[config.mk]
export PLATFORM = sky130hd
export DESIGN_NAME = button_debouncer
export DESIGN_NICKNAME = d
export VERILOG_FILES = /design/src/rtl/button_debouncer.sv
export SDC_FILE = /design/constraint.sdc
export NUM_CORES = 1
export LEC_CHECK = 0
export ABC_CLOCK_PERIOD_IN_PS = 7400
export CORE_MARGIN = 2
export CORE_UTILIZATION = 40
export DETAILED_ROUTE_END_ITERATION = 16
export PLACE_DENSITY = 0.53
export SYNTH_ARGS = -nofsm -noshare
export SYNTH_HDL_FRONTEND = slang
export SYNTH_SLANG_ARGS = --single-unit
[constraint.sdc]
create_clock -name CLK -period 7.4 [get_ports CLK]
set_input_delay 2.22 -clock CLK [delete_from_list [all_inputs] [get_ports CLK]]
set_output_delay 2.22 -clock CLK [all_outputs]
set_load 0.005 [all_outputs]
[src/rtl/button_debouncer.sv]
// rtl/button_debouncer.sv - per-channel button synchronizer, debounce FSM and long-press timer
module button_debouncer #(
  parameter int N_BTN           = 4,
  parameter int DEBOUNCE_CYCLES = 240000,
  parameter int LONG_CYCLES     = 12000000,
  parameter bit ACTIVE_LOW      = 1'b1
) (
  input  logic             CLK,
  input  logic             RST,
  input  logic [N_BTN-1:0] BTN,
  output logic [N_BTN-1:0] PRESSED,
  output logic [N_BTN-1:0] PRESS_PULSE,
  output logic [N_BTN-1:0] RELEASE_PULSE,
  output logic [N_BTN-1:0] LONG_PULSE
);

  // One counter serves both the debounce window and the long-press timer,
  // so it is sized for whichever of the two is longer.
  localparam int MAX_CYCLES = (DEBOUNCE_CYCLES > LONG_CYCLES) ? DEBOUNCE_CYCLES : LONG_CYCLES;
  localparam int CW         = $clog2(MAX_CYCLES + 1);

  localparam logic [CW-1:0] DEB_LAST  = CW'(DEBOUNCE_CYCLES - 1);
  localparam logic [CW-1:0] LONG_LAST = (LONG_CYCLES == 0) ? '0 : CW'(LONG_CYCLES - 1);
  localparam logic [CW-1:0] CNT_SAT   = '1;
  localparam bit            LONG_EN   = (LONG_CYCLES != 0);

  typedef enum logic [2:0] {
    IDLE,
    PRESS_WAIT,
    HELD,
    LONG_HELD,
    RELEASE_WAIT
  } state_t;

  for (genvar i = 0; i < N_BTN; i++) begin : g_ch
    logic          sync1;
    logic          sync2;
    logic          act;
    state_t        state;
    logic [CW-1:0] cnt;
    logic [CW-1:0] cnt_inc;
    logic          long_flag;
    logic          pressed_r;
    logic          press_r;
    logic          release_r;
    logic          long_r;

    // Normalise the synchronized pin so that 1 always means pressed.
    assign act = sync2 ^ ACTIVE_LOW;

    // Saturating increment: the counter must never wrap, even when the
    // long-press timer is disabled and a button is held indefinitely.
    assign cnt_inc = (cnt == CNT_SAT) ? cnt : cnt + 1'b1;

    // Synchronizer, debounce/long-press FSM and registered outputs for one channel.
    always_ff @(posedge CLK or posedge RST) begin
      if (RST) begin
        sync1     <= ACTIVE_LOW;
        sync2     <= ACTIVE_LOW;
        state     <= IDLE;
        cnt       <= '0;
        long_flag <= 1'b0;
        pressed_r <= 1'b0;
        press_r   <= 1'b0;
        release_r <= 1'b0;
        long_r    <= 1'b0;
      end else begin
        sync1     <= BTN[i];
        sync2     <= sync1;
        press_r   <= 1'b0;
        release_r <= 1'b0;
        long_r    <= 1'b0;
        case (state)
          IDLE: begin
            if (act) begin
              state <= PRESS_WAIT;
              cnt   <= '0;
            end
          end
          PRESS_WAIT: begin
            if (!act) begin
              state <= IDLE;
              cnt   <= '0;
            end else if (cnt == DEB_LAST) begin
              state     <= HELD;
              cnt       <= '0;
              pressed_r <= 1'b1;
              press_r   <= 1'b1;
            end else begin
              cnt <= cnt_inc;
            end
          end
          HELD: begin
            if (!act) begin
              state <= RELEASE_WAIT;
              cnt   <= '0;
            end else if (LONG_EN && cnt == LONG_LAST) begin
              state  <= LONG_HELD;
              cnt    <= '0;
              long_r <= 1'b1;
            end else begin
              cnt <= cnt_inc;
            end
          end
          LONG_HELD: begin
            if (!act) begin
              state     <= RELEASE_WAIT;
              cnt       <= '0;
              long_flag <= 1'b1;
            end
          end
          RELEASE_WAIT: begin
            // A bounce during release resumes the held state silently; the
            // long flag keeps a bounce from re-arming the long-press pulse.
            if (act) begin
              state <= long_flag ? LONG_HELD : HELD;
              cnt   <= '0;
            end else if (cnt == DEB_LAST) begin
              state     <= IDLE;
              cnt       <= '0;
              pressed_r <= 1'b0;
              release_r <= 1'b1;
              long_flag <= 1'b0;
            end else begin
              cnt <= cnt_inc;
            end
          end
          default: begin
            state <= IDLE;
            cnt   <= '0;
          end
        endcase
      end
    end

    assign PRESSED[i]       = pressed_r;
    assign PRESS_PULSE[i]   = press_r;
    assign RELEASE_PULSE[i] = release_r;
    assign LONG_PULSE[i]    = long_r;
  end

endmodule

==> metrics.txt <==
# TYPE chip_impl_metric gauge
chip_impl_info{name="hold_start",value="g_ch[1].sync1$_DFF_PP1_"} 1
chip_impl_metric{name="number_of_max_cap_violations",unit=""} 0
chip_impl_metric{name="tightestPinTransition",unit="ns"} 1.22
chip_impl_metric{name="postCtsResizedCells",unit=""} 0
chip_impl_metric{name="clk-insertion-delay-late",unit="ns"} 0.42
chip_impl_info{name="setup.worst_path.start",value="RST"} 1
chip_impl_info{name="critPathCaptureType",value="async pin"} 1
chip_impl_info{name="worst_setup_path_start_kind",value="input port"} 1
chip_impl_metric{name="postCtsSetupBuffers",unit=""} 0
chip_impl_info{name="hold_class",value="reg2reg"} 1
chip_impl_metric{name="totalNegativeSetupSlack",unit="ns"} 0
chip_impl_metric{name="report.final.hold_viol_count",unit=""} 0
chip_impl_info{name="type_of_the_setup_path_with_the_least_slack",value="in2async"} 1
chip_impl_metric{name="drt-pass1-iter-count",unit=""} 7
chip_impl_metric{name="critical_path_fanout_max",unit=""} 70
chip_impl_metric{name="cts_max_level",unit=""} 4
chip_impl_metric{name="clk_pin_slew",unit="ns"} 0.06
chip_impl_info{name="regToRegStartpoint",value="g_ch[0].cnt[19]$_DFFE_PP0P_"} 1
chip_impl_metric{name="die_h",unit="microns"} 140
chip_impl_metric{name="multi_input_area",unit="sq um"} 3640
chip_impl_metric{name="synth_seq_cells",unit=""} 136
chip_impl_metric{name="synth_fp_nets",unit=""} 812
chip_impl_metric{name="cts_made_buffers",unit=""} 17
chip_impl_metric{name="grt_max_degree",unit=""} 71
chip_impl_metric{name="power_leakage",unit="nW"} 3.32
chip_impl_metric{name="number_of_antenna_violations_at_the_first_check_in_global_routing",unit=""} 0
chip_impl_metric{name="placement.io_buffers",unit=""} 21
chip_impl_metric{name="power.net_switching",unit="W"} 0.000412
chip_impl_metric{name="die-area",unit="sq um"} 19600
chip_impl_metric{name="routed_wl",unit="microns"} 15600
chip_impl_metric{name="die_x",unit="microns"} 140
chip_impl_metric{name="layout.filler_cells",unit=""} 1672
chip_impl_info{name="synthFlopType",value="sky130_fd_sc_hd__dfrtp_1"} 1
chip_impl_metric{name="core",unit="sq um"} 18100
chip_impl_info{name="cell_types_occupying_the_most_area_after_synthesis",value="sky130_fd_sc_hd__dfrtp_1 43%, sky130_fd_sc_hd__nor2_1 6.0%, sky130_fd_sc_hd__xor2_1 5.3%"} 1
chip_impl_metric{name="finalNetCount",unit=""} 807
chip_impl_metric{name="vias",unit=""} 5861
chip_impl_info{name="outcome",value="complete, no violations"} 1
chip_impl_metric{name="combinationalPowerShare",unit="%"} 6.6
chip_impl_metric{name="setup_violations",unit=""} 0
chip_impl_info{name="cts_tree",value="done"} 1
chip_impl_metric{name="cp.required",unit="ns"} 7.83
chip_impl_metric{name="postSynthCellCount",unit=""} 802
chip_impl_metric{name="synth_edf_count",unit=""} 0
chip_impl_metric{name="swShare",unit="%"} 24.1
chip_impl_metric{name="io_pins",unit=""} 22
chip_impl_metric{name="seq_power_share",unit="%"} 45.7
chip_impl_metric{name="final_layout_size_suffix_gt1_share",unit="%"} 8.02
chip_impl_metric{name="first_global_vias",unit=""} 5617
chip_impl_metric{name="syn_to_final_growth",unit="%"} 10.9
chip_impl_metric{name="cts.hold.buffers_added",unit=""} 0
chip_impl_metric{name="vias_per_cell",unit=""} 5.64
chip_impl_metric{name="final_antenna_diode_count",unit=""} 0
chip_impl_metric{name="clock-sinks",unit=""} 136
chip_impl_metric{name="final_wtd_congestion",unit=""} 0.855
chip_impl_metric{name="p_total",unit="W"} 0.00171
chip_impl_metric{name="drtAntennaViolNets",unit=""} 0
chip_impl_metric{name="drt_drc_violations_left",unit=""} 0
chip_impl_metric{name="async_flop_share",unit="%"} 100
chip_impl_metric{name="finalWorstPathRequiredPeriod",unit="ns"} 3.61
chip_impl_metric{name="maxSlewHeadroom",unit="%"} 18.4
chip_impl_metric{name="finalCoreUtilization",unit="%"} 45.4
chip_impl_metric{name="cts-root-to-sink-buffers",unit=""} 2
chip_impl_info{name="netlist.top_cell.by_area",value="sky130_fd_sc_hd__dfrtp_1"} 1
chip_impl_metric{name="fp-row-count",unit=""} 49
chip_impl_metric{name="drt-initial-drc-count",unit=""} 553
chip_impl_metric{name="p_per_area",unit="nW/um^2"} 209
chip_impl_metric{name="sequential_cell_area",unit="sq um"} 3410
chip_impl_metric{name="final-max-slew-violation-count",unit=""} 0
chip_impl_metric{name="syn-cell-area",unit="sq um"} 7400
chip_impl_metric{name="globalRoute.totalOverflow",unit=""} 0
chip_impl_metric{name="floorplan.initialDensity",unit="%"} 40.9
chip_impl_metric{name="synth_seq_area_share",unit="%"} 46.1
chip_impl_metric{name="vdd_ir_drop_max",unit="V"} 0.000137
chip_impl_metric{name="dpl.hpwl",unit="microns"} 10300
chip_impl_info{name="mostFrequentLayoutCells",value="128 x sky130_fd_sc_hd__dfrtp_1, 119 x sky130_fd_sc_hd__nor2_1, 61 x sky130_fd_sc_hd__nand2_1"} 1
chip_impl_metric{name="cell_internal_pwr",unit="W"} 0.00130
chip_impl_info{name="rsz0062_at_grt",value="no"} 1
chip_impl_metric{name="post-synth-top-area-fraction",unit="%"} 43.3
chip_impl_metric{name="grt_pass1_wl",unit="microns"} 27300
chip_impl_info{name="root_buffer",value="sky130_fd_sc_hd__clkbuf_16"} 1
chip_impl_metric{name="avgRoutedWirePerCell",unit="microns"} 15.0
chip_impl_metric{name="synth_cell_type_count",unit=""} 74
chip_impl_metric{name="share_clk_of_total_power",unit="%"} 47.7
chip_impl_metric{name="all_layer_gr_usage",unit="%"} 16.6
chip_impl_metric{name="final.setup_skew",unit="ns"} 0.00566
chip_impl_metric{name="syn_avg_cell_area",unit="sq um"} 9.23
chip_impl_metric{name="critPathArrivalTime",unit="ns"} 4.04
chip_impl_info{name="layout.cells.most_common",value="sky130_fd_sc_hd__dfrtp_1"} 1
chip_impl_metric{name="max_frequency",unit="GHz"} 0.277
chip_impl_metric{name="post-route-period-util",unit="%"} 48.8
chip_impl_metric{name="yosysWarnings",unit=""} 0
-- flip-flops by register name (all words and copies together) (netlist names) --
| signal | flops |
|---|---|
| g_ch.cnt | 96 |
| g_ch.long_flag | 4 |
| g_ch.long_r | 4 |
| g_ch.press_r | 4 |
| g_ch.pressed_r | 4 |
| g_ch.release_r | 4 |
| g_ch.state | 12 |
| g_ch.sync1 | 4 |
| g_ch.sync2 | 4 |
-- final timing paths --
path / cells past startpoint / slack [ns] / to
setup / recovery: 3 / 3.79 / g_ch[2].cnt[15]$_DFFE_PP0P_
hold / removal: 0 / 0.35 / g_ch[1].sync2$_DFF_PP1_
setup reg to reg: 6 / 4.19 / g_ch[0].cnt[12]$_DFFE_PP0P_
hold reg to reg: 0 / 0.35 / g_ch[1].sync2$_DFF_PP1_
max in group CLK: 1 / 3.89 / PRESSED[3]
min in group asynchronous: 2 / 2.27 / g_ch[1].cnt[14]$_DFFE_PP0P_
-- stage by stage --
stage / setup slack, ns / area [sq um] / std cells / hold slack [ns]
after CTS: 3.68 / 8210 / 1039 / 0.356
after global placement: 3.30 / 7630 / 1007 / 0.346
after floorplan: 1.55 / 7400 / 802 / 0.345
after global routing: 3.50 / 8210 / 1039 / 0.362
after detailed placement: 3.24 / 7630 / 1007 / 0.347
final: 3.79 / 8210 / 1039 / 0.354
-- area by class of cell --
type                    count  area share, %
well taps                 229           3.49
multi-input cells         600           44.3
clock buffers              25           6.16
inverters                  20          0.976
clock inverters             7          0.808
repair buffers             22           2.65
flip-flops and latches    136           41.6
-- worst max-delay path: stages --
cell and delay (ns):
sky130_fd_sc_hd__clkdlybuf4s50_1 0.47, sky130_fd_sc_hd__inv_6 0.46, sky130_fd_sc_hd__buf_4 0.81
-- cells by family after synthesis --
family / count (synthesis) / share of synthesized area, %
xor+xnor: 73 / 8.64
mux: 7 / 0.964
buf+inv: 66 / 4.75
fa+ha+maj: 4 / 0.676
compound gates: 99 / 9.25
simple gates: 417 / 29.6
flops: 136 / 46.1
-- metal layers --
| layer | global-route usage (%) | vias to the layer above | share of wire (%) |
|---|---|---|---|
| met1 | 22.5 | 2882 | 48 |
| met2 | 27.0 | 110 | 47 |
| met5 | 0 | - | 0 |
| met3 | 4.03 | 16 | 3.4 |
| met4 | 4.04 | 0 | 1.1 |
| li1 | - | 2853 | - |
-- power groups by stage --
stage	Clock (W)	Combinational, W	Sequential, W
5_1_grt	0.000871	0.000131	0.000787
4_1_cts	0.000835	0.000116	0.000783
3_5_place_dp	0	0.000116	0.000796
3_3_place_gp	0	0.000112	0.000795
6_report	0.000817	0.000113	0.000784
2_1_floorplan	0	0.0000999	0.000784
-- cell usage after synthesis, types with 3 or more instances --
cell type	number
sky130_fd_sc_hd__o21ai_0	16
sky130_fd_sc_hd__and3_1	17
sky130_fd_sc_hd__ha_1	4
sky130_fd_sc_hd__a21o_1	8
sky130_fd_sc_hd__nand3b_1	6
sky130_fd_sc_hd__xor2_1	45
sky130_fd_sc_hd__nand4b_1	3
sky130_fd_sc_hd__dfrtp_1	128
sky130_fd_sc_hd__or2_2	5
sky130_fd_sc_hd__nand2_1	61
sky130_fd_sc_hd__and2_1	7
sky130_fd_sc_hd__a211oi_1	4
sky130_fd_sc_hd__nor2_1	119
sky130_fd_sc_hd__o2bb2ai_1	3
sky130_fd_sc_hd__mux2i_1	6
sky130_fd_sc_hd__or3b_2	4
sky130_fd_sc_hd__nor4_1	22
sky130_fd_sc_hd__dfstp_2	8
sky130_fd_sc_hd__and4_1	14
sky130_fd_sc_hd__a31oi_1	6
sky130_fd_sc_hd__or4_1	4
sky130_fd_sc_hd__o31ai_1	3
sky130_fd_sc_hd__nand4_1	36
sky130_fd_sc_hd__or3_1	5
sky130_fd_sc_hd__buf_6	3
sky130_fd_sc_hd__buf_4	16
sky130_fd_sc_hd__and4b_1	3
sky130_fd_sc_hd__o21a_1	3
sky130_fd_sc_hd__nor4b_1	3
sky130_fd_sc_hd__inv_1	20
sky130_fd_sc_hd__buf_2	3
sky130_fd_sc_hd__clkbuf_1	22
sky130_fd_sc_hd__nor2b_1	5
sky130_fd_sc_hd__a21oi_1	28
sky130_fd_sc_hd__xnor2_1	28
sky130_fd_sc_hd__nand3_1	53
sky130_fd_sc_hd__nor3_1	34
No activity file was read; power rests on OpenSTA's default activity.
